### src/rtl/kfpga_config_pkg.sv
// Shared definitions for the tile configuration frame loader:
// loader state encoding, CRC-8 constants and the per-word CRC update.
package kfpga_config_pkg;

    // Loader state encoding; CHECK is only reachable with CONFIG_FRAME_LOADER_CRC_EN.
    typedef enum logic [1:0] {
        LD_IDLE   = 2'd0,
        LD_LOAD   = 2'd1,
        LD_CHECK  = 2'd2,
        LD_COMMIT = 2'd3
    } loader_state_e;

    localparam logic [7:0] CRC8_POLY = 8'h07;
    localparam logic [7:0] CRC8_INIT = 8'h00;

    // CRC-8 (poly 0x07) over one byte, MSB first.
    function automatic logic [7:0] crc8_update(input logic [7:0] crc, input logic [7:0] word);
        logic [7:0] c;
        c = crc ^ word;
        for (int i = 0; i < 8; i++) begin
            c = c[7] ? ({c[6:0], 1'b0} ^ CRC8_POLY) : {c[6:0], 1'b0};
        end
        return c;
    endfunction

endpackage

### src/rtl/config_crc8.sv
// Registered CRC-8 accumulator. clear restarts from CRC8_INIT, enable folds
// one data byte in. clear has priority over enable.
module config_crc8
    import kfpga_config_pkg::*;
(
    input  logic       clock,
    input  logic       nreset,
    input  logic       clear,
    input  logic       enable,
    input  logic [7:0] data,
    output logic [7:0] crc
);

    logic [7:0] crc_q;

    // Accumulate one byte per enabled cycle.
    always_ff @(posedge clock or negedge nreset) begin
        if (!nreset) begin
            crc_q <= CRC8_INIT;
        end else if (clear) begin
            crc_q <= CRC8_INIT;
        end else if (enable) begin
            crc_q <= crc8_update(crc_q, data);
        end
    end

    assign crc = crc_q;

endmodule

### src/rtl/config_frame_loader.sv
// Tile configuration frame loader. Words from the configuration bus are
// assembled in a shadow register; the complete frame is copied to config_out
// in a single edge (COMMIT), so the switch box never sees a partial frame.
// Optional macro CONFIG_FRAME_LOADER_CRC_EN adds a trailing CRC-8 word that
// must match before the commit; mismatch pulses error instead of done.
//
// Handshake: a word is transferred on a rising edge where word_valid and
// word_ready are both high. word_ready depends on state only (high in LOAD
// and CHECK), never on word_valid. abort in LOAD/CHECK beats a coincident
// transfer: that word is dropped.
module config_frame_loader
    import kfpga_config_pkg::*;
#(
    parameter int CONFIG_WIDTH = 160,
    parameter int WORD_WIDTH   = 8
) (
    input  logic                    clock,
    input  logic                    nreset,
    input  logic                    load_start,
    input  logic                    abort,
    input  logic [WORD_WIDTH-1:0]   word_in,
    input  logic                    word_valid,
    output logic                    word_ready,
    output logic                    busy,
    output logic                    done,
    output logic                    error,
    output logic [CONFIG_WIDTH-1:0] config_out,
    output logic [1:0]              state_dbg
);

    localparam int NUM_WORDS = CONFIG_WIDTH / WORD_WIDTH;
    localparam int CNT_W     = $clog2(NUM_WORDS);

    localparam logic [1:0] ST_IDLE   = LD_IDLE;
    localparam logic [1:0] ST_LOAD   = LD_LOAD;
    localparam logic [1:0] ST_CHECK  = LD_CHECK;
    localparam logic [1:0] ST_COMMIT = LD_COMMIT;

    localparam logic [CNT_W-1:0] LAST_CNT = CNT_W'(NUM_WORDS - 1);

    logic [1:0]              state;
    logic [CNT_W-1:0]        cnt;
    logic [CONFIG_WIDTH-1:0] shadow;
    logic                    hs;

    assign word_ready = (state == ST_LOAD) || (state == ST_CHECK);
    assign busy       = (state != ST_IDLE);
    assign hs         = word_valid && word_ready;
    assign state_dbg  = state;

`ifdef CONFIG_FRAME_LOADER_CRC_EN
    logic [7:0] crc_value;
    logic       crc_match;
    logic       err_q;

    if (WORD_WIDTH != 8) begin : g_width_check
        $error("config_frame_loader: CRC option needs WORD_WIDTH == 8");
    end

    config_crc8 u_crc (
        .clock  (clock),
        .nreset (nreset),
        .clear  ((state == ST_IDLE) && load_start),
        .enable ((state == ST_LOAD) && hs && !abort),
        .data   (word_in[7:0]),
        .crc    (crc_value)
    );

    assign crc_match = (word_in[7:0] == crc_value);

    // One-cycle error pulse after a mismatching CRC word (abort suppresses it).
    always_ff @(posedge clock or negedge nreset) begin
        if (!nreset) begin
            err_q <= 1'b0;
        end else begin
            err_q <= (state == ST_CHECK) && hs && !abort && !crc_match;
        end
    end

    assign error = err_q;
`else
    assign error = 1'b0;
`endif

    // Frame FSM, word counter, shadow assembly and atomic commit.
    always_ff @(posedge clock or negedge nreset) begin
        if (!nreset) begin
            state      <= ST_IDLE;
            cnt        <= '0;
            shadow     <= '0;
            config_out <= '0;
            done       <= 1'b0;
        end else begin
            done <= 1'b0;
            case (state)
                ST_IDLE: begin
                    if (load_start) begin
                        state <= ST_LOAD;
                        cnt   <= '0;
                    end
                end
                ST_LOAD: begin
                    if (abort) begin
                        state <= ST_IDLE;
                    end else if (hs) begin
                        for (int i = 0; i < NUM_WORDS; i++) begin
                            if (cnt == CNT_W'(i)) begin
                                shadow[i*WORD_WIDTH +: WORD_WIDTH] <= word_in;
                            end
                        end
                        cnt <= cnt + 1'b1;
                        if (cnt == LAST_CNT) begin
`ifdef CONFIG_FRAME_LOADER_CRC_EN
                            state <= ST_CHECK;
`else
                            state <= ST_COMMIT;
`endif
                        end
                    end
                end
`ifdef CONFIG_FRAME_LOADER_CRC_EN
                ST_CHECK: begin
                    if (abort) begin
                        state <= ST_IDLE;
                    end else if (hs) begin
                        state <= crc_match ? ST_COMMIT : ST_IDLE;
                    end
                end
`endif
                ST_COMMIT: begin
                    config_out <= shadow;
                    done       <= 1'b1;
                    state      <= ST_IDLE;
                end
                default: begin
                    state <= ST_IDLE;
                end
            endcase
        end
    end

endmodule

### config.mk
export PLATFORM = sky130hd
export DESIGN_NAME = config_frame_loader
export DESIGN_NICKNAME = d
export VERILOG_FILES = /design/src/rtl/kfpga_config_pkg.sv /design/src/rtl/config_crc8.sv /design/src/rtl/config_frame_loader.sv
export SDC_FILE = /design/constraint.sdc
export NUM_CORES = 1
export LEC_CHECK = 0
export ABC_AREA = 1
export CORE_ASPECT_RATIO = 0.9
export CORE_MARGIN = 5
export CORE_UTILIZATION = 35
export DETAILED_ROUTE_END_ITERATION = 16
export MAX_ROUTING_LAYER = met4
export PLACE_DENSITY = 0.6
export SYNTH_ARGS = -nofsm -noshare
export SYNTH_HDL_FRONTEND = slang
export SYNTH_HIERARCHICAL = 1
export SYNTH_SLANG_ARGS = --single-unit
### constraint.sdc
create_clock -name clock -period 4.3 [get_ports clock]
set_input_delay 1.075 -clock clock [delete_from_list [all_inputs] [get_ports clock]]
set_output_delay 1.075 -clock clock [all_outputs]
set_load 0.01 [all_outputs]
# --- Word-level counts from Yosys, hierarchy flattened ---
# Cells that the tools add are included.
word_totals:
  word_cells: 91
  inputBits: 13
  register_bits: 328
  out_inout_bits: 166
classes:
  eq_ne: 27
  n_bitwise: 1
  n_mux: 10
  add_sub_neg: 1
  reduce_logical: 28
op_table:
  columns: ["operator", "n"]
  rows:
  - ["4-bit AND reduction", 21]
  - ["5-bit by 4-bit equality test with 1-bit output, second input constant", 8]
  - ["5-bit by 3-bit equality test with 1-bit output, second input constant", 4]
  - ["5-bit equality test, second input constant", 4]
  - ["5-bit two-way mux", 3]
  - ["5-bit by 2-bit equality test with 1-bit output, second input constant", 2]
  - ["5-bit case mux with 2 select lines", 1]
  - ["2-bit two-way mux", 4]
  - ["2-bit != test, second input constant", 3]
  - ["5-bit by 1-bit adder with 5-bit output, second input constant", 1]
  - ["5-bit by 1-bit equality test with 1-bit output, second input constant", 1]
  - ["5-bit logical NOT", 1]
  - ["2-bit equality test, second input constant", 2]
  - ["2-bit case mux with 2 select lines", 1]
  - ["2-bit nonzero test", 2]
  - ["3-bit by 2-bit != test with 1-bit output, second input constant", 1]
  - ["3-bit != test, second input constant", 1]
  - ["3-bit AND reduction", 1]
  - ["2-bit by 1-bit equality test with 1-bit output, second input constant", 1]
  - ["2-bit logical NOT", 1]
  - ["1-bit logical AND", 1]
  - ["1-bit logical OR", 1]
  - ["1-bit two-way mux", 1]
  - ["1-bit NOT", 1]

# --- Longest topological paths before layout ---
# Gate-level depths: netlist of run 1.
logic_depth:
  ltp_word: 6
  ltp_mapped: 10
  depth_no_buf: 9

# --- Least setup slack after synthesis of run 1 ---
# OpenSTA, ideal clock, no wires.
synth_path:
  kind: "input to register"
  startpoint: "input port word_valid"
  endpoint: "register shadow[101]"
  path_buffers: 2
  cell_stages: 7
  path_slack_ns: 2.251
  required_time_ns: 4.159
  setup_ns: 0.141
  arrival_ns: 1.909
  path_cell_list: "nand2_2 -> nor2_8 -> buf_12 -> nand3_4 -> buf_6 -> nand2_1 -> o21ai_2"
synth_between:
  elab_chain_len: 2
synth_rtl:
  columns: ["element", "line", "text"]
  rows:
  - ["start: declaration", "config_frame_loader.sv:22", "input logic word_valid,"]
  - ["1-bit logical AND", "config_frame_loader.sv:48", "assign hs = word_valid && word_ready;"]
  - ["4-bit AND reduction (no source line)", null, null]
  - ["end signal: indexed assignment", "config_frame_loader.sv:108", "shadow[i*WORD_WIDTH +: WORD_WIDTH] <= word_in;"]
  - ["end: declaration", "config_frame_loader.sv:43", "logic [CONFIG_WIDTH-1:0] shadow;"]
# Every way passes these cells.
# A chain may end at the register's enable or synchronous reset.

# --- Worst setup path in the final report of run 1 ---
layout_path:
  startpoint: "register state[1], in the netlist state_dbg[1]"
  endpoint: "output port word_ready"
layout_between:
  elab_chain_len: 2
  word_cells_on_any_way: 3
  classes_between: "2 x eq/ne; 1 x reduce/logical"
layout_rtl:
  columns: ["element", "line", "text"]
  rows:
  - ["start: declaration", "config_frame_loader.sv:41", "logic [1:0] state;"]
  - ["start signal: assignment", "config_frame_loader.sv:88", "state <= ST_IDLE;"]
  - ["start signal: assignment", "config_frame_loader.sv:98", "state <= ST_LOAD;"]
  - ["start signal: assignment", "config_frame_loader.sv:104", "state <= ST_IDLE;"]
  - ["2-bit by 1-bit equality test with 1-bit output / 2-bit equality test (equally long branches)", "config_frame_loader.sv:46", "assign word_ready = (state == ST_LOAD) || (state == ST_CHECK);"]
  - ["1-bit logical OR (*)", "config_frame_loader.sv:46", null]
  - ["end: declaration", "config_frame_loader.sv:23", "output logic word_ready,"]
# Every way passes the cells marked *; elsewhere a longest branch is shown, timed or not.

==> summary.txt, run 1 <==
Routing
  – DR WL met2: 14700 µm
  – Met1 WL: 15100 µm
  – TritonRoute pass-1 iters: 6
  – Routed vias: 8109
  – DR WL/cell: 18.1 µm
  – Vias/cell: 4.64
  – DRC violations left: 0
  – Routed length on met3: 1600 µm
  – Antenna Nets Post-Route: 0
  – Uppermost layer routed: met4
  – Wirelength, routed: 31700 µm
  – DRT iter0 DRCs: 360

Clock network
  – CTS buffer count: 38
  – CTS tree: yes
  – CTS root buffer: clkbuf_16
  – Skew-Pair Late Insertion Delay: 0.53 ns
  – CTS H-tree lvls: 2
  – CTS hold repair buffers: 0
  – TritonCTS Sinks: 328
  – # resized after CTS: 0
  – Clock slew at the register clock pins of the worst setup and hold paths: 0.06 ns
  – Longest Clk Path Bufs: 3
  – Setup repair bufs after CTS: 0

Cells and area
  – NumNets Final: 1261
  – Fill count: 3440
  – Post-Route Utilization: 44.7%
  – Area growth syn-to-layout: 26.3%
  – Share of layout cells above drive strength 1: 28.0%
  – Antenna cells: 0
  – Final non-filler cell total: 1749

Place
  – Placed instance count: 1683
  – I/O Buffers: 177
  – Post-detail-place hpwl: 20500 µm
  – Pre-CTS setup slack: 1.37 ns
  – GP Congestion: 0.765

Yosys
  – Main synth FF type: dfrtp_1
  – Yosys reg bits: 328
  – Largest area contributor in the netlist: dfrtp_1
  – Syn nets: 1077
  – Cell variety after synth: 30
  – Post-synth top area share: 62.5%
  – Xor/xnor share of the synthesized area: 0.0667%
  – Async SR Flop Fraction: 100%
  – Largest family of logic cells by synthesized area: simple AND/OR/NAND/NOR gates
  – Mapped Cells: 1056
  – Cell Area, Synth: 0.0131 mm²
  – Register area share after synthesis: 62.5%
  – Avg Cell Area, Syn: 12.4 µm²
  – Adder-cell share of the synthesized area: 0.762%
  – Mux cell area share after synthesis: 11.7%
  – Synth Area in Compound Gates: 9.01%
  – YS warnings: 6
  – Main area contributors after synthesis: dfrtp_1 62%, mux2_2 12%, nand2_1 6.7%, o21ai_2 6.4%, nand3_4 1.6%
  – Post-synth EDFFs: 0
  – Simple-gate share of the synthesized area: 11.7%

Setup path
  – Worst reg2reg path depth: 8
  – Critical Path Start Type: flip-flop
  – Worst path required time: 3.22 ns
  – Data arrival time of the critical path: 2.02 ns
  – Setup crit end kind: output pin
  – Kind of critical path: flip-flop to output pin
  – Largest fanout on the critical path: 3

Power and ir drop
  – PwrDens: 442 mW/mm²
  – Static Leak: 7.90 nW
  – Peak supply drop: 0.270 mV

Timing
  – Slew headroom: 32.8%
  – Max-slew violations: 0
  – Endpoints failing setup: 0
  – Crit share post-route: 71.9%
  – Max Fclk: 0.323 GHz
  – Min Tclk post-route: 3.09 ns
  – Worst-margin pin slew: 1.01 ns
  – Hold Fails Final Rpt: 0
  – Final TNS setup: 0 ns
  – Fin worst setup slack: 1.21 ns
  – RSZ-0062 raised after global routing: false
  – Fin Clk Skew: 0.0201 ns

Flow run
  – Maxcap violations: 0

Global route
  – First-pass GRT wire length: 51000 µm
  – Largest net degree at the start of global routing: 186
  – Vias in the first global route: 8365
  – Initial antenna violation count: 0
  – Total Routing Usage GR: 15.8%
  – GRT overflow: 0

Run status
  – Outcome: completed

Hold path
  – Hold-critical path depth: 2
  – Hold WC Path Type: flip-flop to flip-flop

Floorplanning
  – Core ar.: 0.0371 mm²
  – Io pins: 179
  – Die H: 194 µm
  – Initial Utilization: 35.4%
  – Num rows: 67
  – Die ar.: 0.0415 mm²
  – Die width: 214 µm
## registers in the layout, indices dropped and copies added (netlist names)
signal      flops
state_dbg       2
done            1
cnt             5
shadow        160
config_out    160
## layout make-up
type / instances / area, µm² / area share (%)
Clock buffer: 53 / 1120 / 6.76
Clock inverter: 13 / 129 / 0.777
Inverter: 55 / 206 / 1.24
Multi-Input combinational cell: 624 / 4380 / 26.4
Sequential cell: 328 / 8210 / 49.5
Tap cell: 483 / 604 / 3.64
Timing Repair Buffer: 193 / 1930 / 11.7
## worst max-delay path, stage by stage (launching register included)
cell             delay [ns]
dfrtp_1                0.43
inv_1                  0.10
ha_1                   0.35
clkdlybuf4s50_1        0.60
## layer usage
metal	track usage [%]	up-vias
li1	-	3880
met1	21.7	4034
met2	24.2	163
met3	3.51	32
met4	3.44	0
met5	-	-
## cells in the final DEF, fill, tap and decap left out, types with 5 or more instances in the layout
master / instances
a21oi_1: 24
buf_4: 13
clkbuf_1: 7
clkbuf_16: 41
clkbuf_8: 5
clkdlybuf4s50_1: 176
clkinv_2: 6
dfrtp_1: 328
ha_1: 7
inv_1: 49
inv_2: 6
mux2_2: 136
nand2_1: 236
nand2_2: 7
nand3_1: 6
nand3_4: 12
nor2_1: 29
nor2_2: 5
nor2_4: 7
o21ai_0: 13
o21ai_1: 30
o21ai_2: 96
## synthesized netlist by cell type (7+ instances only)
library cell  count
nand2_2           7
buf_2            18
o21ai_0          13
ha_1              8
nand3_4          12
buf_6            15
o21ai_1          30
nor2_4            7
nand2_1         236
inv_1            49
buf_1             8
dfrtp_1         328
o21ai_2          96
a21oi_1          24
nor2_1           29
mux2_2          136
## per-stage QoR
step | total power [mW] | hold slack [ns] | instance area [µm²]
after floorplan | 3.94 | 0.443 | 13100
after global placement | 4.18 | 0.458 | 15300
after detailed placement | 4.20 | 0.462 | 15300
after CTS | 7.44 | 0.478 | 16600
after global routing | 7.66 | 0.497 | 16600
final | 7.32 | 0.473 | 16600
## cells by family (layout without fill, tap and decap cells)
family                     after synthesis  in the layout
DFF                                    328            328
xor gates and xnor gates                 1              1
adders and majority gates                8              8
and+or+nand+nor                        314            314
AOI/OAI and AO/OA                      164            164
muxes                                  136            136
buffers and inverters                  104            314
other                                    1              1
## worst paths after layout
check,startpoint,end,slack [ns]
worst max-delay path,state_dbg[1],word_ready,1.21
worst min-delay path,shadow[144],shadow[144],0.47
worst max register to register,state_dbg[1],shadow[29],2.06
worst min register to register,shadow[144],shadow[144],0.47
max in group asynchronous,nreset,config_out[2],2.69
min in group asynchronous,nreset,shadow[118],0.62
## report_power, final
group          switching (mW)  internal (mW)  total (mW)
clock network            1.25           1.94        3.19
logic                   0.528          0.241       0.768
registers               0.109           3.26        3.37
total                    1.88           5.44        7.32
(Power assumes the default switching activity.)
==> inputs of run 2 (changes only) <==
--- a/config.mk
+++ b/config.mk
@@ -11,7 +11,7 @@
 export CORE_UTILIZATION = 35
 export DETAILED_ROUTE_END_ITERATION = 16
 export MAX_ROUTING_LAYER = met4
-export PLACE_DENSITY = 0.6
+export PLACE_DENSITY = 0.62
 export SYNTH_ARGS = -nofsm -noshare
 export SYNTH_HDL_FRONTEND = slang
 export SYNTH_HIERARCHICAL = 1
==> constraint.sdc (replaced) <==
create_clock -name clock -period 2.5 [get_ports clock]
set_input_delay 0.625 -clock clock [delete_from_list [all_inputs] [get_ports clock]]
set_output_delay 0.625 -clock clock [all_outputs]
set_load 0.01 [all_outputs]
==> summary.txt, run 2 (synthesized netlist as in run 1, its figures left out) <==
Cells and area
  – Area of the multi-input gates: 0.00438 mm² (unchanged)
  – Most common cell after layout, fill and taps aside: dfrtp_1
  – Antenna cells: 0 (unchanged)
  – Sequential standard cell area: 0.00821 mm² (about the same)
  – Area growth syn-to-layout: 27.2%
  – Share of layout cells above drive strength 1: 28.6% (+0.54 points)
  – Most frequent cells in the layout: 327 x dfrtp_1, 236 x nand2_1, 174 x clkdlybuf4s50_1, 136 x mux2_2, 96 x o21ai_2
  – Largest registers: config_out: 160 flops, shadow: 160 flops, cnt: 5 flops
  – Fill count: 3450 (+0.29%)
  – NumNets Final: 1276 (+1.2%)

Power and ir drop
  – Logic pwr share: 10.9% (+0.4 points)
  – Pint: 9.34 mW (+72%)
  – Static Leak: 7.98 nW (+1.0%)
  – Total power: 12.5 mW (+71%)
  – PwrDens: 749 mW/mm² (+70%)
  – P_sw: 3.18 mW (+69%)
  – Sw Ratio: 25.4% (-0.34 points)
  – Share of power burned in the clock network: 42.8% (-0.7 points)
  – Peak supply drop: 0.472 mV (+75%)
  – Sequential cell fraction of total power: 46.3% (+0.3 points)

Clock network
  – Clock slew at the register clock pins of the worst setup and hold paths: 0.06 ns (about the same)
  – Skew-Pair Late Insertion Delay: 0.52 ns (about the same)
  – CTS buffer count: 36 (-5.3%)
  – TritonCTS Sinks: 328 (unchanged)
  – CTS H-tree lvls: 2 (unchanged)
  – CTS hold repair buffers: 0 (unchanged)
  – CTS tree: yes
  – Longest Clk Path Bufs: 3 (unchanged)
  – Setup repair bufs after CTS: 0 (unchanged)
  – CTS root buffer: clkbuf_16

Global route
  – Initial antenna violation count: 0 (unchanged)
  – Largest net degree at the start of global routing: 94 (-49%)
  – First-pass GRT wire length: 51300 µm (+0.56%)
  – GRT overflow: 0 (unchanged)
  – Vias in the first global route: 8525 (+1.9%)
  – Total Routing Usage GR: 15.8% (-0.021 points)

Routing
  – TritonRoute pass-1 iters: 4 (-2)
  – Wirelength, routed: 31500 µm (-0.73%)
  – DR WL/cell: 17.9 µm (-1.3%)
  – DRT iter0 DRCs: 400 (+11%)
  – DRC violations left: 0 (unchanged)
  – Vias/cell: 4.63 (-0.22%)
  – Routed vias: 8142 (+0.41%)
  – Antenna Nets Post-Route: 0 (unchanged)

Timing
  – Slew headroom: 61.1% (+28 points)
  – Endpoints failing setup: 0 (unchanged)
  – Fin worst setup slack: 0.173 ns (-1.03 ns)
  – Crit share post-route: 93.1%
  – Max Fclk: 0.430 GHz
  – Max-slew violations: 0 (unchanged)
  – RSZ-0062 raised after global routing: false
  – Min Tclk post-route: 2.33 ns
  – Final TNS setup: 0 ns (unchanged)
  – Fin Clk Skew: 0.0156 ns (-0.00447 ns)
  – Worst-margin pin slew: 0.583 ns (-0.424 ns)
  – Hold Fails Final Rpt: 0 (unchanged)

Setup path
  – Worst path required time: 1.88 ns (-1.34 ns)
  – Flop-to-flop setup slack: 0.48 ns (-1.58 ns)
  – Worst-path cell chain: inv_1 -> ha_1 -> dlygate4sd2_1
  – Data arrival time of the critical path: 1.70 ns (-0.32 ns)
  – Kind of critical path: flip-flop to output pin
  – Reg-to-Reg End: shadow[26]
  – Setup crit end kind: output pin
  – Largest fanout on the critical path: 3 (unchanged)
  – CP peak stage delay: 0.42 ns (-0.18 ns)
  – Worst reg2reg path depth: 9 (+1)
  – Critical Path Start Type: flip-flop
  – Reg2Reg Launch Point: state_dbg[1]
  – Slowest-stage cell, CP: dfrtp_1

Floorplanning
  – Num rows: 67 (unchanged)
  – Die ar.: 0.0415 mm² (unchanged)
  – Initial Utilization: 35.4% (unchanged)
  – Die width: 214 µm (unchanged)
  – Core ar.: 0.0371 mm² (unchanged)
  – Die H: 194 µm (unchanged)
  – Io pins: 179 (unchanged)

Place
  – GP Congestion: 0.780 (+2.1%)
  – Pre-CTS setup slack: 0.219 ns (-1.16 ns)
  – Post-detail-place hpwl: 21200 µm (+3.2%)
  – I/O Buffers: 177 (unchanged)

Hold path
  – Hold WC Path Type: input port to asynchronous set/reset pin

Flow run
  – Maxcap violations: 0 (unchanged)

Run status
  – Outcome: completed
run 2: cell types whose count changed in the layout (fill, tap and decap cells not counted):
cell / before / now
clkbuf_8: 5 / 6
buf_4: 13 / 25
clkinv_2: 6 / 3
bufinv_16: 2 / 4
clkbuf_1: 7 / 9
clkbuf_16: 41 / 37
clkdlybuf4s50_1: 176 / 174
buf_12: 3 / 8
dlygate4sd2_1: 0 / 2
dfrtp_1: 328 / 327
clkinvlp_4: 4 / 0
dfrtp_2: 0 / 1
run 2: what timing repair did:
action                                  4_1_cts  5_1_grt
gates resized for setup                       3        0
endpoints found under the hold margin         0        0
endpoints found under the setup margin        2        0
run 2: power groups by stage:
stage	Clock [mW]	Combinational [mW]	Sequential [mW]
2_1_floorplan	0	0.962	5.82
3_3_place_gp	0	1.36	5.87
3_5_place_dp	0	1.39	5.88
4_1_cts	5.50	1.39	5.79
5_1_grt	5.74	1.53	5.82
6_report	5.35	1.37	5.79
run 2: worst max path at each step:
stage          cells past startpoint    startpoint  slack (ns)           to
3_3_place_gp                       8         abort        0.24  shadow[137]
4_1_cts                            3  state_dbg[1]        0.14   word_ready
3_5_place_dp                       8         abort        0.22  shadow[137]
6_report                           3  state_dbg[1]        0.17   word_ready
2_1_floorplan                      9  state_dbg[0]        0.65  shadow[101]
5_1_grt                            3  state_dbg[1]         0.1   word_ready
run 2: metal layers:
layer	routed length (µm)	part of all wire [%]	vias to the layer above	GRT usage, %
met4	564	1.8	0	3.84
met5	0	0	-	-
li1	-	-	3891	-
met1	15100	48	4049	22.2
met2	14400	46	157	23.8
met3	1420	4.5	45	2.94
run 2: area by class of cell:
| type | instances | area share [%] |
|---|---|---|
| clock buffer | 52 | 6.24 |
| tap | 483 | 3.62 |
| sequential | 328 | 49.1 |
| inverter | 55 | 1.24 |
| timing repair buffer | 210 | 12.7 |
| clock inverter | 8 | 0.861 |
| multi-input combinational | 624 | 26.2 |
run 2: stage by stage:
stage          cell area (µm²)  std cells  hold WS (ns)  utilization (%)
2_1_floorplan            13100       1056         0.329                -
3_3_place_gp             15500       1700         0.457             41.8
3_5_place_dp             15500       1700         0.461             41.8
4_1_cts                  16700       1760        0.0905             45.0
5_1_grt                  16700       1760         0.104             45.0
6_report                 16700       1760        0.0833             45.0
run 2: critical path, delay by kind of cell, from the launching register on:
family | cells | cell delay (ns)
buffers and inverters | 2 | 0.42
DFF | 1 | 0.42
adders and majority gates | 1 | 0.36
==> inputs of run 3 (changes only) <==
--- a/config.mk
+++ b/config.mk
@@ -6,6 +6,7 @@
 export NUM_CORES = 1
 export LEC_CHECK = 0
 export ABC_AREA = 1
+export CAP_MARGIN = 0
 export CORE_ASPECT_RATIO = 0.9
 export CORE_MARGIN = 5
 export CORE_UTILIZATION = 35
==> results of run 3 <==
The final DEF is identical to that of run 2; final timing and power are the same.
